## config.mk

```make
export PLATFORM = sky130hd
export DESIGN_NAME = rep_add_multiplier
export DESIGN_NICKNAME = d
export VERILOG_FILES = /design/src/rtl/rep_add_mul_pkg.sv /design/src/rtl/rep_add_datapath.sv /design/src/rtl/rep_add_multiplier.sv
export SDC_FILE = /design/constraint.sdc
export NUM_CORES = 1
export LEC_CHECK = 0
export ABC_CLOCK_PERIOD_IN_PS = 5300
export CORE_UTILIZATION = 26
export CTS_CLUSTER_DIAMETER = 120
export DETAILED_ROUTE_END_ITERATION = 8
export HOLD_SLACK_MARGIN = 0.15
export SYNTH_ARGS = -nofsm -noshare
export SYNTH_HDL_FRONTEND = slang
export SYNTH_SLANG_ARGS = --single-unit
```

## constraint.sdc

```tcl
create_clock -name clk -period 5.3 [get_ports clk]
set_clock_uncertainty 0.05 [all_clocks]
set_input_delay 1.59 -clock clk [delete_from_list [all_inputs] [get_ports clk]]
set_output_delay 1.59 -clock clk [all_outputs]
set_load 0.03 [all_outputs]
```

## src/rtl/rep_add_mul_pkg.sv

```systemverilog
// Shared types and constants for the repeated-addition multiplier.
package rep_add_mul_pkg;

    localparam int DEF_WIDTH = 16;

    typedef enum logic [2:0] {
        IDLE   = 3'd0,
        LOAD_A = 3'd1,
        LOAD_B = 3'd2,
        CALC   = 3'd3,
        DONE   = 3'd4
    } state_t;

endpackage

```

## src/rtl/rep_add_datapath.sv

```systemverilog
// A/B/P registers with accumulate adder, B down-counter and zero detect.
module rep_add_datapath
    import rep_add_mul_pkg::*;
#(
    parameter int WIDTH = DEF_WIDTH
) (
    input  logic             clk,
    input  logic             rst_n,
    input  logic [WIDTH-1:0] data_in,
    input  logic             ld_a,
    input  logic             ld_b,
    input  logic             ld_p,
    input  logic             clr_p,
    input  logic             dec_b,
    output logic             eqz,
    output logic [WIDTH-1:0] p
);

    logic [WIDTH-1:0] a;
    logic [WIDTH-1:0] b;

    always_ff @(posedge clk) begin
        if (!rst_n) begin
            a <= '0;
            b <= '0;
            p <= '0;
        end else begin
            if (ld_a)
                a <= data_in;
            if (ld_b)
                b <= data_in;
            else if (dec_b)
                b <= b - 1'b1;
            // Sum wraps at WIDTH bits; the carry is intentionally dropped.
            if (clr_p)
                p <= '0;
            else if (ld_p)
                p <= p + a;
        end
    end

    assign eqz = (b == '0);

endmodule

```

## src/rtl/rep_add_multiplier.sv

```systemverilog
// Sequential unsigned multiplier: product = A added B times, host-driven via start/done.
module rep_add_multiplier
    import rep_add_mul_pkg::*;
#(
    parameter int WIDTH = DEF_WIDTH
) (
    input  logic             clk,
    input  logic             rst_n,
    input  logic             start,
    input  logic [WIDTH-1:0] data_in,
    output logic [WIDTH-1:0] product,
    output logic             done,
    output logic             busy
);

    state_t state;
    logic   eqz;
    logic   ld_a, ld_b, ld_p, clr_p, dec_b;

    assign ld_a  = (state == LOAD_A);
    assign ld_b  = (state == LOAD_B);
    assign clr_p = (state == LOAD_B);
    assign ld_p  = (state == CALC) && !eqz;
    assign dec_b = (state == CALC) && !eqz;

    // done/busy are updated together with state so they track it exactly.
    always_ff @(posedge clk) begin
        if (!rst_n) begin
            state <= IDLE;
            done  <= 1'b0;
            busy  <= 1'b0;
        end else begin
            case (state)
                IDLE: if (start) begin
                    state <= LOAD_A;
                    busy  <= 1'b1;
                end
                LOAD_A: state <= LOAD_B;
                LOAD_B: state <= CALC;
                CALC: if (eqz) begin
                    state <= DONE;
                    busy  <= 1'b0;
                    done  <= 1'b1;
                end
                DONE: if (!start) begin
                    state <= IDLE;
                    done  <= 1'b0;
                end
                default: begin
                    state <= IDLE;
                    done  <= 1'b0;
                    busy  <= 1'b0;
                end
            endcase
        end
    end

    rep_add_datapath #(.WIDTH(WIDTH)) u_dp (
        .clk     (clk),
        .rst_n   (rst_n),
        .data_in (data_in),
        .ld_a    (ld_a),
        .ld_b    (ld_b),
        .ld_p    (ld_p),
        .clr_p   (clr_p),
        .dec_b   (dec_b),
        .eqz     (eqz),
        .p       (product)
    );

endmodule

```

Yosys cells after proc, flatten, opt, wreduce, memory -nomap -nowiden
Index checks and enable logic that the tools add are counted.
Storage, ports and cells
  logic and storage cells: 41
  memories kept: 0
  latch bits: 0
  bits in writable memories: 0
  register bits: 53
  bits in read-only memories: 0
Cells by class
  multipliers: 0
  equal/unequal tests: 7
  shift-type cells: 0
  multiplexer cells: 12
  bitwise operators: 3
  $add $sub $neg: 2
  order comparisons: 0
  reduce and logical (&&, ||, !) cells: 11
  divide/modulo/power cells: 0
Operator list (count)
  16-bit two-way mux: 2
  16-bit adder: 1
  16-bit logical NOT: 1
  16-bit by 1-bit subtractor with 16-bit output, second input constant: 1
  3-bit case mux with 5 select lines: 1
  3-bit two-way mux: 3
  3-bit AND reduction: 3
  3-bit by 2-bit == test with 1-bit output, second input constant: 2
  2-bit != test, second input constant: 3
  1-bit case mux with 3 select lines: 2
  3-bit OR reduction: 2
  1-bit two-way mux: 4
  3-bit by 1-bit == test with 1-bit output, second input constant: 1
  3-bit == test, second input constant: 1
  3-bit logical NOT: 1
  1-bit NOT: 3
  2-bit nonzero test: 1
  2-bit OR reduction: 1
  1-bit logical AND: 1
  1-bit logical NOT: 1

Logic depth before layout (Yosys ltp)
  depth after elaboration: 5
  gate-level depth with buffers: 9
  depth with buffers taken out: 8

Modules after synthesis
A second synthesis with hierarchy kept.
Unflattened totals
  cells, all modules: 328
  area total of the unflattened synthesis: 2961.6 um^2
Modules (own cells, without submodules)
  rep_add_datapath: times used 1, cells an instance 300, area each 2712.6 um^2
  rep_add_multiplier: times used 1, cells an instance 28, area each 249.0 um^2

Worst setup path before layout
No wires, ideal clock.
  path kind: reg-to-reg
  start point: reg u_dp.p[0]
  end point: reg u_dp.p[14]
  required time: 5133 ps
  stages on the path, launching flop included: 9
  arrival time: 2371 ps
  path buffers: 0
  setup time: 117 ps
  setup slack: 2762 ps
  cells stage by stage: dfxtp_1 -> ha_1 -> fa_1 -> a21oi_1 -> o211ai_1 -> nor3b_1 -> o211a_1 -> or3_1 -> a32o_1
Between the ends
  word-level cells in the longest chain between the ends: 1
Ends and longest elaborated chain
  start, declared: RTL line rep_add_datapath.sv:16  | output logic [WIDTH-1:0] p
  start signal, assigned: RTL line rep_add_datapath.sv:38  | p <= p + a;
  16-bit adder: RTL line rep_add_datapath.sv:38
Every way passes these cells.
A chain may end at the register's enable or synchronous reset.

Worst setup path after layout
  start point: in rst_n
  end point: reg u_dp.p[9]
Between the ends
  word-level cells in the longest chain between the ends: 2
Ends and longest elaborated chain
  start, declared: RTL line rep_add_multiplier.sv:8  | input logic rst_n,
  1-bit NOT (no line)
  2-bit OR reduction (no line)
Every way passes these cells.

==> results.yml <==
synthesis:
  ys_seq_area_share_pct: 36.1
  synth_edf_count: 0
  netlist_instances: 369
  ys_top_cells_by_area: "dfxtp_1, a21oi_1, nand2_1"
  yosys.area.top_type: "dfxtp_1"
  syn-cell-area_um2: 2940
  ys_async_sr_fraction_pct: 0
  synth_warnings: 0
  syn_nets: 405
  ys_ff_latch: 53
  synth.top_cell.area_share_pct: 36.1
  synth_cell_types: 55
  syn_area_per_cell_um2: 7.96
  synthFlopType: "dfxtp_1"
die:
  die_area_um2: 11700
  die_y_um: 108
  die-width_um: 108
  initial_utilization_pct: 26.9
  pin_count: 37
  core_area_um2: 10900
  row_count: 38
grt:
  grt_pass1_vias: 2592
  grtUsageMet3_pct: 2.53
  grt_max_degree: 38
  grt.busiest_layer: "met2"
  gr-total-overflow: 0
  grt_pass1_wl_um: 12500
  grtUsageTotal_pct: 13.5
  antenna_found_initial: 0
  met2_usage_pct: 23.0
  met1_usage_pct: 17.0
place:
  place.gp.congestion: 0.846
  dp_hpwl_um: 5570
  dp_slack_ns: 1.86
  placed_area_um2: 3420
  port_buffers: 36
timing:
  setup_ws_ns: 2.17
  max_freq_mhz: 319
  fin_crit_sh_pct: 59.1
  rsz0062_at_grt: "false"
  tightestPinTransition_ns: 0.971
  period_minus_slack_ns: 3.13
  max-slew-margin-rel_pct: 35.3
  hold_violations: 0
  final-max-slew-violation-count: 0
  setup_tns_ns: 0
  setup_viol: 0
critical_path:
  cp-start-kind: "input port"
  cp_data_required_time_ns: 5.42
  end_kind: "flop"
  cp_max_fo: 37
  critPathKind: "in -> reg"
  worstPathArrival_ns: 3.25
layout:
  fillCellCount: 1177
  layout.nets: 435
  final_common_cell: "nand2_1"
  layout_common_cells: "nand2_1, a21oi_1, dfxtp_1"
  area_growth_pct: 21.3
  drive_gt1_share_pct: 6.00
  antenna_cells: 0
  fin_area_um2: 3560
clock_network:
  cts_root_buf: "clkbuf_16"
  clock-sinks: 53
  clock_path_buffers: 2
  cts_buffers: 5
  clk_latency_ns: 0.29
  ctsResizeCount: 0
  post_cts_buffers: 0
  htree_levels: 2
  clk_pin_slew_ns: 0.07
  tritoncts: "done"
  cts_hold_buf: 0
drt:
  remaining_drc_errors: 0
  avgViaCountPerCell: 5.09
  firstDrtPassIters: 4
  via_count: 2751
  route.final.wire_length_um: 7440
  ant_nets: 0
  wl_per_cell_um: 13.8
  drt_iter0_drc: 104
run:
  drv_cap: 0
power:
  p_leak_nw: 1.39
  powerDensity_nw_per_um2: 331
  vdd_drop_max_mv: 0.139
min_path:
  hp-class: "reg -> reg"
outcome:
  outcome: "completed"
layout make-up:
cell class	count	area (um^2)	share of cell area, %
timing repair buffer	40	390	11.0
tap	140	175	4.92
inverter	7	26.3	0.738
clock buffer	7	133	3.72
multi-input combinational	292	1770	49.6
sequential	53	1060	29.8
clock inverter	1	7.51	0.211
Yosys cell counts, types with 2 or more instances:
| cell type | number |
|---|---|
| nand2_1 | 64 |
| a21oi_1 | 55 |
| dfxtp_1 | 53 |
| nor2_1 | 31 |
| ha_1 | 16 |
| nand3_1 | 15 |
| o21ai_0 | 14 |
| clkbuf_1 | 10 |
| nor3_1 | 7 |
| a31oi_1 | 6 |
| buf_2 | 6 |
| inv_1 | 6 |
| xnor2_1 | 6 |
| a211oi_1 | 5 |
| o211ai_1 | 5 |
| or3_1 | 5 |
| a21o_1 | 4 |
| a221oi_1 | 3 |
| a2bb2oi_1 | 3 |
| and3_1 | 3 |
| nor3b_1 | 3 |
| nor4_1 | 3 |
| o21a_1 | 3 |
| o21bai_1 | 3 |
| xor2_1 | 3 |
| mux2i_1 | 2 |
| nor3b_2 | 2 |
| o211a_1 | 2 |
| o311ai_0 | 2 |
| or3_2 | 2 |
| or3b_2 | 2 |
| or4_1 | 2 |
where the power goes:
part           leakage, nW  switching, mW  internal [mW]
clock network       0.0641          0.144          0.176
logic                0.891          0.222          0.143
registers            0.431         0.0490          0.445
total                 1.39          0.415          0.764
critical path, cell delays in order:
cell and delay [ns]:
clkdlybuf4s50_1 0.44, inv_2 0.48, nor2_1 0.25, nand3_1 0.14
nor3b_1 0.06, a311o_1 0.27
worst paths after layout:
path              startpoint        end  slack (ns)  cells after the start
setup / recovery       rst_n  u_dp.p[9]        2.17                      6
hold / removal     u_dp.a[9]  u_dp.a[9]        0.42                      2
setup reg to reg   u_dp.b[0]  u_dp.p[9]        2.55                      8
hold reg to reg    u_dp.a[9]  u_dp.a[9]        0.42                      2
metal layers:
| metal | share of wire [%] | vias to the layer above |
|---|---|---|
| met4 | 1.1 | 0 |
| met1 | 47 | 1281 |
| met5 | 0 | - |
| li1 | - | 1407 |
| met2 | 48 | 56 |
| met3 | 4.2 | 7 |
metrics by stage:
step / util [%] / power [mW] / hold slack (ns) / instances
3_5_place_dp: 31.3 / 0.867 / 0.406 / 532
6_report: 32.6 / 1.18 / 0.416 / 540
4_1_cts: 32.6 / 1.18 / 0.415 / 540
5_1_grt: 32.6 / 1.26 / 0.437 / 540
3_3_place_gp: 31.3 / 0.858 / 0.406 / 532
2_1_floorplan: - / 0.763 / 0.390 / 369
kinds of logic (layout without fill, tap and decap cells):
| kind of cell | after synthesis | in the layout | synth area share (%) |
|---|---|---|---|
| AND/OR/NAND/NOR | 146 | 146 | 23.6 |
| AO/OA/AOI/OAI | 118 | 118 | 25.7 |
| flip-flops | 53 | 53 | 36.1 |
| buffers and inverters | 24 | 55 | 3.66 |
| adder cells (fa/ha/maj) | 17 | 17 | 7.50 |
| XOR/XNOR | 9 | 9 | 2.68 |
| multiplexers | 2 | 2 | 0.682 |
state kept, by name, summed over array words and instances, names as in the netlist:
register and cells:
u_dp.a 16, state 3, busy 1, u_dp.b 16
u_dp.p 16, done 1
(Power assumes the default switching activity.)
